**src/rtl/bin2bcd_seq.sv**
```systemverilog
// bin2bcd_seq: sequential shift-and-add-3 (double-dabble) binary to packed BCD
// converter with a leading-zero blanking mask and an overflow flag for values
// that do not fit in DIGITS decimal digits.
module bin2bcd_seq #(
  parameter int WIDTH  = 8,
  parameter int DIGITS = 3
) (
  input  logic                  clk,
  input  logic                  rst,
  input  logic                  start,
  input  logic [WIDTH-1:0]      bin,
  output logic                  busy,
  output logic                  done,
  output logic [4*DIGITS-1:0]   bcd,
  output logic [DIGITS-1:0]     blank,
  output logic                  ovf
);

  localparam int BW = 4 * DIGITS;
  localparam int CW = $clog2(WIDTH + 1);

  typedef enum logic [1:0] {
    IDLE  = 2'd0,
    SHIFT = 2'd1,
    DONE  = 2'd2
  } state_t;

  state_t            state_q, state_d;
  logic [WIDTH-1:0]  shreg_q, shreg_d;
  logic [BW-1:0]     scratch_q, scratch_d;
  logic [CW-1:0]     cnt_q, cnt_d;
  logic              acc_ovf_q, acc_ovf_d;
  logic [BW-1:0]     bcd_q, bcd_d;
  logic [DIGITS-1:0] blank_q, blank_d;
  logic              ovf_q, ovf_d;

  logic [BW-1:0]       adj;
  logic [BW+WIDTH-1:0] shifted;
  logic [BW-1:0]       new_bcd;
  logic [WIDTH-1:0]    new_shreg;
  logic                step_ovf;
  logic                last;
  logic [DIGITS-1:0]   step_blank;
  logic                zero_run;

  // One double-dabble step: add 3 to every digit >= 5, then shift left by one.
  always_comb begin
    adj = scratch_q;
    for (int unsigned i = 0; i < DIGITS; i++) begin
      if (scratch_q[4*i +: 4] >= 4'd5) begin
        adj[4*i +: 4] = scratch_q[4*i +: 4] + 4'd3;
      end
    end
    shifted   = {adj, shreg_q} << 1;
    new_bcd   = shifted[BW+WIDTH-1 -: BW];
    new_shreg = shifted[WIDTH-1:0];
    // The adjusted top-digit MSB is exactly the carry into the dropped digit.
    step_ovf  = acc_ovf_q | adj[BW-1];
    last      = (cnt_q == CW'(1));
  end

  // Leading-zero mask of the step result, scanning from the top digit down.
  always_comb begin
    step_blank = '0;
    zero_run   = 1'b1;
    for (int unsigned i = DIGITS - 1; i >= 1; i--) begin
      zero_run      = zero_run & (new_bcd[4*i +: 4] == 4'd0);
      step_blank[i] = zero_run & ~step_ovf;
    end
  end

  // State register.
  always_ff @(posedge clk or posedge rst) begin
    if (rst) begin
      state_q <= IDLE;
    end else begin
      state_q <= state_d;
    end
  end

  // Next-state logic.
  always_comb begin
    state_d = state_q;
    case (state_q)
      IDLE:    if (start) state_d = SHIFT;
      SHIFT:   if (last)  state_d = DONE;
      DONE:    state_d = IDLE;
      default: state_d = IDLE;
    endcase
  end

  // Datapath next values: load on accepted start, step while shifting.
  always_comb begin
    shreg_d   = shreg_q;
    scratch_d = scratch_q;
    cnt_d     = cnt_q;
    acc_ovf_d = acc_ovf_q;
    bcd_d     = bcd_q;
    blank_d   = blank_q;
    ovf_d     = ovf_q;
    case (state_q)
      IDLE: begin
        if (start) begin
          shreg_d   = bin;
          scratch_d = '0;
          acc_ovf_d = 1'b0;
          cnt_d     = CW'(WIDTH);
        end
      end
      SHIFT: begin
        shreg_d   = new_shreg;
        scratch_d = new_bcd;
        acc_ovf_d = step_ovf;
        cnt_d     = cnt_q - CW'(1);
        if (last) begin
          bcd_d   = new_bcd;
          blank_d = step_blank;
          ovf_d   = step_ovf;
        end
      end
      default: ;
    endcase
  end

  // Datapath and result registers.
  always_ff @(posedge clk or posedge rst) begin
    if (rst) begin
      shreg_q   <= '0;
      scratch_q <= '0;
      cnt_q     <= '0;
      acc_ovf_q <= 1'b0;
      bcd_q     <= '0;
      blank_q   <= '0;
      ovf_q     <= 1'b0;
    end else begin
      shreg_q   <= shreg_d;
      scratch_q <= scratch_d;
      cnt_q     <= cnt_d;
      acc_ovf_q <= acc_ovf_d;
      bcd_q     <= bcd_d;
      blank_q   <= blank_d;
      ovf_q     <= ovf_d;
    end
  end

  // Outputs: decoded from the state register and driven from result flops.
  always_comb begin
    busy  = (state_q == SHIFT) || (state_q == DONE);
    done  = (state_q == DONE);
    bcd   = bcd_q;
    blank = blank_q;
    ovf   = ovf_q;
  end

endmodule

```
**config.mk**
```make
export PLATFORM = sky130hd
export DESIGN_NAME = bin2bcd_seq
export DESIGN_NICKNAME = d
export VERILOG_FILES = /design/src/rtl/bin2bcd_seq.sv
export SDC_FILE = /design/constraint.sdc
export NUM_CORES = 1
export LEC_CHECK = 0
export BUFFER_PORTS_ARGS = -buffer_cell sky130_fd_sc_hd__buf_2
export CAP_MARGIN = 5
export CORE_MARGIN = 4
export CORE_UTILIZATION = 49
export DETAILED_ROUTE_END_ITERATION = 12
export PLACE_DENSITY = 0.67
export SYNTH_ARGS = -nofsm -noshare
export SYNTH_HDL_FRONTEND = slang
export SYNTH_SLANG_ARGS = --single-unit
```
**constraint.sdc**
```tcl
create_clock -name clk -period 1.94 [get_ports clk]
set_input_delay 0.097 -clock clk [delete_from_list [all_inputs] [get_ports clk]]
set_output_delay 0.097 -clock clk [all_outputs]
set_load 0.03 [all_outputs]
```
==> results_dict.tcl, run 1 <==
set metrics [dict create \
    status "completed" \
    final_common_cell "dfrtp_1" \
    tns_ns 0 \
    max_stage_delay_ns 0.39 \
    grt_pass1_vias 1525 \
    grt_usage_pct 16.64 \
    antenna_left 0 \
    ys_top_cells_by_area "dfrtp_1 50%, o21ai_0 6.8%, ha_1 6.5%, nand2_1 5.1%, mux2i_1 4.2%" \
    whs_endpoint "state_q[0]$_DFFE_PP0P_" \
    reg2reg_depth 6 \
    critPathLaunchType "flop" \
    detail_route.vias_per_cell 5.349 \
    gp_congestion 0.7515 \
    rsz0062_at_grt "no" \
    antenna_cells 0 \
    syn_area_um2 2122 \
    maxCapViolations 0 \
    htree_levels 2 \
    clk_path_buf_depth 2 \
    synth.top_cell.area_share_pct 49.53 \
    netlist_instances 214 \
    rrSetupSlack_ns 0.12 \
    die_w_um 73.81 \
    wire_per_inst_um 13.35 \
    fin_nets 270 \
    hold_class "in2reg" \
    syn_nets 236 \
    clock.fmax_mhz 550.5 \
    hpwl_um 2894 \
    place_area_um2 2331 \
    setup_viol 0 \
    synth_edf_count 0 \
    syn_avg_cell_area_um2 9.916 \
    timing.rr.start "scratch_q[9]$_DFFE_PP0P_" \
    yosysUniqueCellTypes 38 \
    hold_viol 0 \
    crit_arrival_ns 2.01 \
    synth_top_cell_by_area "dfrtp_1" \
    final_core_util_pct 59.46 \
    fin_crit_sh_pct 93.63 \
    clkTransAtPathRegs_ns 0.08 \
    start_util_pct 51.93 \
    first_pass_iters 4 \
    root_buffer "clkbuf_8" \
    die_h_um 73.81 \
    r2r-end "blank[1]$_DFFE_PP0P_" \
    antenna_found_initial 0 \
    rows 23 \
    worst_slew_pin_slew_ns 0.5155 \
    path_buf_inv 1 \
    cpLargestDelayFamily "compound AO/OA/AOI/OAI gates" \
    final_area_um2 2430 \
    drt_iter0_drc 44 \
    cts_made_buffers 5 \
    leakagePower_nw 1.160 \
    num_io_pins 29 \
    path_class "reg2reg" \
    grt_pass1_wl_um 6969 \
    fin_crit_ns 1.817 \
    cts.sinks 42 \
    ys_seq_area_share_pct 49.53 \
    port_buffers 27 \
    maxSlewHeadroom_pct 65.64 \
    grt-ovfl-total 0 \
    ys_dominant_reg_cell "dfrtp_1" \
    syn_to_final_growth_pct 14.50 \
    grt_max_degree 43 \
    skew_ns 0.006549 \
    cts_tree "built" \
    critPathMaxFanout 4 \
    yosys_warnings 0 \
    crit_required_ns 2.13 \
    ys_ff_latch 42 \
    drive_above_1_share_pct 20.56 \
    drc 0 \
    detail_route.wirelength_um 3977 \
    vdd_ir_drop_max_uv 772.8 \
    endpoint_kind "flop" \
    insertion_delay_ns 0.29 \
    dieArea_um2 5447 \
    min_path_cells 3 \
    fillers 358 \
    final_cell_mix "42 x dfrtp_1, 29 x nand2_1, 28 x o21ai_0" \
    power_density_nw_per_um2 1535 \
    drv_slew 0 \
    min_from "start" \
    core_area_um2 4086 \
    num_vias 1594 \
    synthArstFlopShare_pct 100.0 \
    cpMaxStageDelayCell "dfrtp_1" \
    crit_chain "inv_1 > ha_1 > nand2b_1 > a2111oi_2 > o211ai_1 > o41ai_2" \
]
[area by class of cell]
class / instances / area (µm²) / share of cell area, %
clock buffer: 7 / 76.32 / 3.141
inverter: 14 / 52.55 / 2.163
multi-input combinational: 149 / 982.2 / 40.42
sequential: 42 / 1051 / 43.25
tap: 50 / 62.56 / 2.575
timing repair buffer: 36 / 205.2 / 8.445
[through the flow]
step                      setup WS (ns)  power, mW  hold WS (ns)  cells
after floorplan                  0.2745      2.740        0.2428    214
after global placement           0.1895      3.181        0.2528    289
after detailed placement        0.08102      3.221        0.2584    289
after CTS                       0.08568      3.769       0.07151    297
after global routing           0.006747      4.081       0.08565    298
final                            0.1235      3.730       0.08545    298
[repair_timing]
item / in CTS / in global routing
buffers inserted: 0 / 1
endpoints found under the setup margin: 0 / 1
resized for setup: 0 / 2
endpoints found under the hold margin: 42 / 0
hold buffers: 1 / 0
[logic make-up after synthesis]
group | Yosys count | share of synthesized area [%]
simple gates | 57 | 13.44
fa+ha+maj | 11 | 6.486
buf+inv | 23 | 4.422
other cells | 1 | 0.1767
mux | 13 | 6.368
xor+xnor | 3 | 1.238
compound gates | 64 | 18.34
flops | 42 | 49.53
[registers in the layout, summed over array words and instances (netlist names)]
name and flops:
acc_ovf_q 1, bcd 12, blank 2, cnt_q 4, ovf 1, scratch_q 12
shreg_q 8, state_q 2
[cell usage after synthesis (3+ instances only)]
master    number
a21oi_1       12
buf_2          3
clkbuf_1       5
dfrtp_1       42
ha_1          11
inv_1         14
mux2_2         4
mux2i_1        9
nand2_1       29
nand2b_1       5
nor2_1         7
nor3b_1        5
o21ai_0       29
o22ai_1        6
o31ai_1        3
xnor2_1        3
[power breakdown]
part	switching [mW]	internal [mW]	leakage, nW
clock	0.280	0.248	0.0383
sequential	0.226	1.18	0.557
combinational	1.09	0.710	0.565
[tightest hold or removal path, cell delays in order]
cell and delay (ns):
buf_2 0.12, nand2b_1 0.06, a21oi_1 0.06
[worst max path at each step]
stage | start | end | slack, ns | depth (start not counted)
after floorplan | scratch_q[8]$_DFFE_PP0P_ | blank[1]$_DFFE_PP0P_ | 0.27 | 6
after global placement | scratch_q[8]$_DFFE_PP0P_ | blank[1]$_DFFE_PP0P_ | 0.19 | 6
after detailed placement | scratch_q[8]$_DFFE_PP0P_ | blank[1]$_DFFE_PP0P_ | 0.08 | 6
after CTS | scratch_q[8]$_DFFE_PP0P_ | blank[1]$_DFFE_PP0P_ | 0.09 | 6
after global routing | scratch_q[4]$_DFFE_PP0P_ | blank[1]$_DFFE_PP0P_ | 0.007 | 6
final | scratch_q[9]$_DFFE_PP0P_ | blank[1]$_DFFE_PP0P_ | 0.12 | 6
[layer usage]
layer / GRT usage [%] / share of wire, %
met1: 22.19 / 47
met2: 26.48 / 48
met3: 4.514 / 3.5
met4: 4.829 / 1.1
met5: 0 / 0
Power figures use the tool's default switching activity.
==> inputs of run 2 (changes only) <==
--- a/config.mk
+++ b/config.mk
@@ -8,9 +8,9 @@
 export BUFFER_PORTS_ARGS = -buffer_cell sky130_fd_sc_hd__buf_2
 export CAP_MARGIN = 5
 export CORE_MARGIN = 4
-export CORE_UTILIZATION = 49
+export CORE_UTILIZATION = 60
 export DETAILED_ROUTE_END_ITERATION = 12
-export PLACE_DENSITY = 0.67
+export PLACE_DENSITY_LB_ADDON = 0.2
 export SYNTH_ARGS = -nofsm -noshare
 export SYNTH_HDL_FRONTEND = slang
 export SYNTH_SLANG_ARGS = --single-unit
==> constraint.sdc (replaced) <==
create_clock -name clk -period 2.1 [get_ports clk]
set_input_delay 0.105 -clock clk [delete_from_list [all_inputs] [get_ports clk]]
set_output_delay 0.105 -clock clk [all_outputs]
set_load 0.03 [all_outputs]
==> run 2 against run 1 <==
Compared with the run above: cell area shrank 2.0%; non-clock buffer count shrank 1; die area shrank 16%; total power shrank 11%; sequential power shrank 6%; global-route usage grew 3.3 points; first-iteration DRC count grew 130%; routed wire length shrank 0.63%; via count shrank 1.5%; combinational power shrank 8%.
==> results_dict.tcl, run 2 (synthesized netlist as in run 1, its figures left out) <==
set metrics [dict create \
    status "completed" \
    wire_per_inst_um 13.49 \
    fin_crit_ns 1.803 \
    grt-ovfl-total 0 \
    holdBufCountCts 1 \
    setup_viol 0 \
    hpwl_um 2872 \
    insertion_delay_ns 0.36 \
    grt_pass1_vias 1548 \
    antenna_left 0 \
    fin_nets 269 \
    skew_ns 0.01493 \
    cpMaxStageDelayCell "dfrtp_1" \
    die_w_um 67.47 \
    critPathLaunchType "flop" \
    vdd_ir_drop_max_uv 812.2 \
    clock.fmax_mhz 554.5 \
    drive_above_1_share_pct 19.43 \
    core_area_um2 3363 \
    maxSlewHeadroom_pct 65.93 \
    grt_max_degree 43 \
    power_density_nw_per_um2 1401 \
    drt_iter0_drc 101 \
    cts_made_buffers 5 \
    final_cell_mix "42 x dfrtp_1, 29 x nand2_1, 28 x o21ai_0" \
    clkTransAtPathRegs_ns 0.12 \
    path_class "reg2reg" \
    detail_route.wirelength_um 3952 \
    hold_class "in2reg" \
    detail_route.vias_per_cell 5.358 \
    maxCapViolations 0 \
    die_h_um 67.47 \
    cts.sinks 42 \
    fillers 282 \
    clk_path_buf_depth 2 \
    drc 0 \
    final_common_cell "dfrtp_1" \
    grt_usage_pct 19.96 \
    num_io_pins 29 \
    cpLargestDelayFamily "compound AO/OA/AOI/OAI gates" \
    cts_resized 0 \
    worst_slew_pin_slew_ns 0.5111 \
    path_buf_inv 1 \
    tns_ns 0 \
    grt_pass1_wl_um 6748 \
    antenna_found_initial 0 \
    num_vias 1570 \
    syn_to_final_growth_pct 12.21 \
    fin_crit_sh_pct 85.87 \
    crit_chain "inv_1 > ha_1 > nand2b_1 > a2111oi_2 > o211ai_1 > o41ai_2" \
    antenna_cells 0 \
    crit_arrival_ns 2.07 \
    max_stage_delay_ns 0.44 \
    rsz0062_at_grt "no" \
    htree_levels 2 \
    port_buffers 27 \
    post_cts_buffers 0 \
    drv_slew 0 \
    hold_viol 0 \
    dieArea_um2 4552 \
    critPathMaxFanout 5 \
    endpoint_kind "flop" \
    cts_tree "built" \
    crit_required_ns 2.37 \
    leakagePower_nw 1.144 \
    gp_congestion 0.8757 \
    start_util_pct 63.10 \
    final_core_util_pct 70.80 \
    root_buffer "clkbuf_4" \
    first_pass_iters 4 \
    rows 21 \
]
## run 2: final cells by class
| class | instances | area [µm²] | share of cell area [%] |
|---|---|---|---|
| multi-input cells | 149 | 977.2 | 41.04 |
| flip-flops and latches | 42 | 1051 | 44.14 |
| well taps | 46 | 57.56 | 2.417 |
| inverters | 14 | 52.55 | 2.207 |
| clock buffers | 7 | 45.04 | 1.892 |
| repair buffers | 35 | 197.7 | 8.303 |
## run 2: metal layers
metal | global-route usage (%) | share of wire, %
met1 | 25.92 | 48
met2 | 32.44 | 46
met3 | 3.993 | 3.4
met4 | 8.354 | 2.0
met5 | 0 | 0
## run 2: worst reg2reg max path: cells and delay by family (launching register included)
kind	cells	cell delay [ns]
and+or+nand+nor	1	0.10
AOI/OAI and AO/OA	3	0.84
DFF	1	0.44
buffers and inverters	1	0.13
adders and majority gates	1	0.20
## run 2: through the flow
step / setup WS, ns / cells / instance area, µm² / power (mW) / hold slack (ns)
after floorplan: 0.4345 / 214 / 2122 / 2.531 / 0.2508
after global placement: 0.3524 / 285 / 2326 / 2.928 / 0.2586
after detailed placement: 0.2975 / 285 / 2326 / 2.980 / 0.2659
after CTS: 0.2894 / 293 / 2381 / 3.358 / 0.01334
after global routing: 0.1266 / 293 / 2381 / 3.605 / 0.02357
final: 0.2967 / 293 / 2381 / 3.336 / 0.01562
## run 2: power by group
part	internal, mW	leakage [nW]	switching (mW)	total, mW
logic	0.646	0.562	1.01	1.65
clock network	0.126	0.0254	0.246	0.372
registers	1.08	0.557	0.225	1.31
## run 2: path summary, 6_finish.rpt
path                                           to                      from  slack (ns)  cells past startpoint
setup / recovery             blank[1]$_DFFE_PP0P_  scratch_q[8]$_DFFE_PP0P_        0.30                      6
hold / removal             shreg_q[1]$_DFFE_PP0P_                    bin[1]        0.02                      3
setup reg to reg             blank[1]$_DFFE_PP0P_  scratch_q[8]$_DFFE_PP0P_        0.30                      6
hold reg to reg               bcd[11]$_DFFE_PP0P_       bcd[11]$_DFFE_PP0P_        0.49                      2
max in group asynchronous      bcd[0]$_DFFE_PP0P_                       rst        1.34                      4
min in group asynchronous    cnt_q[2]$_DFFE_PP0P_                       rst        0.40                      4
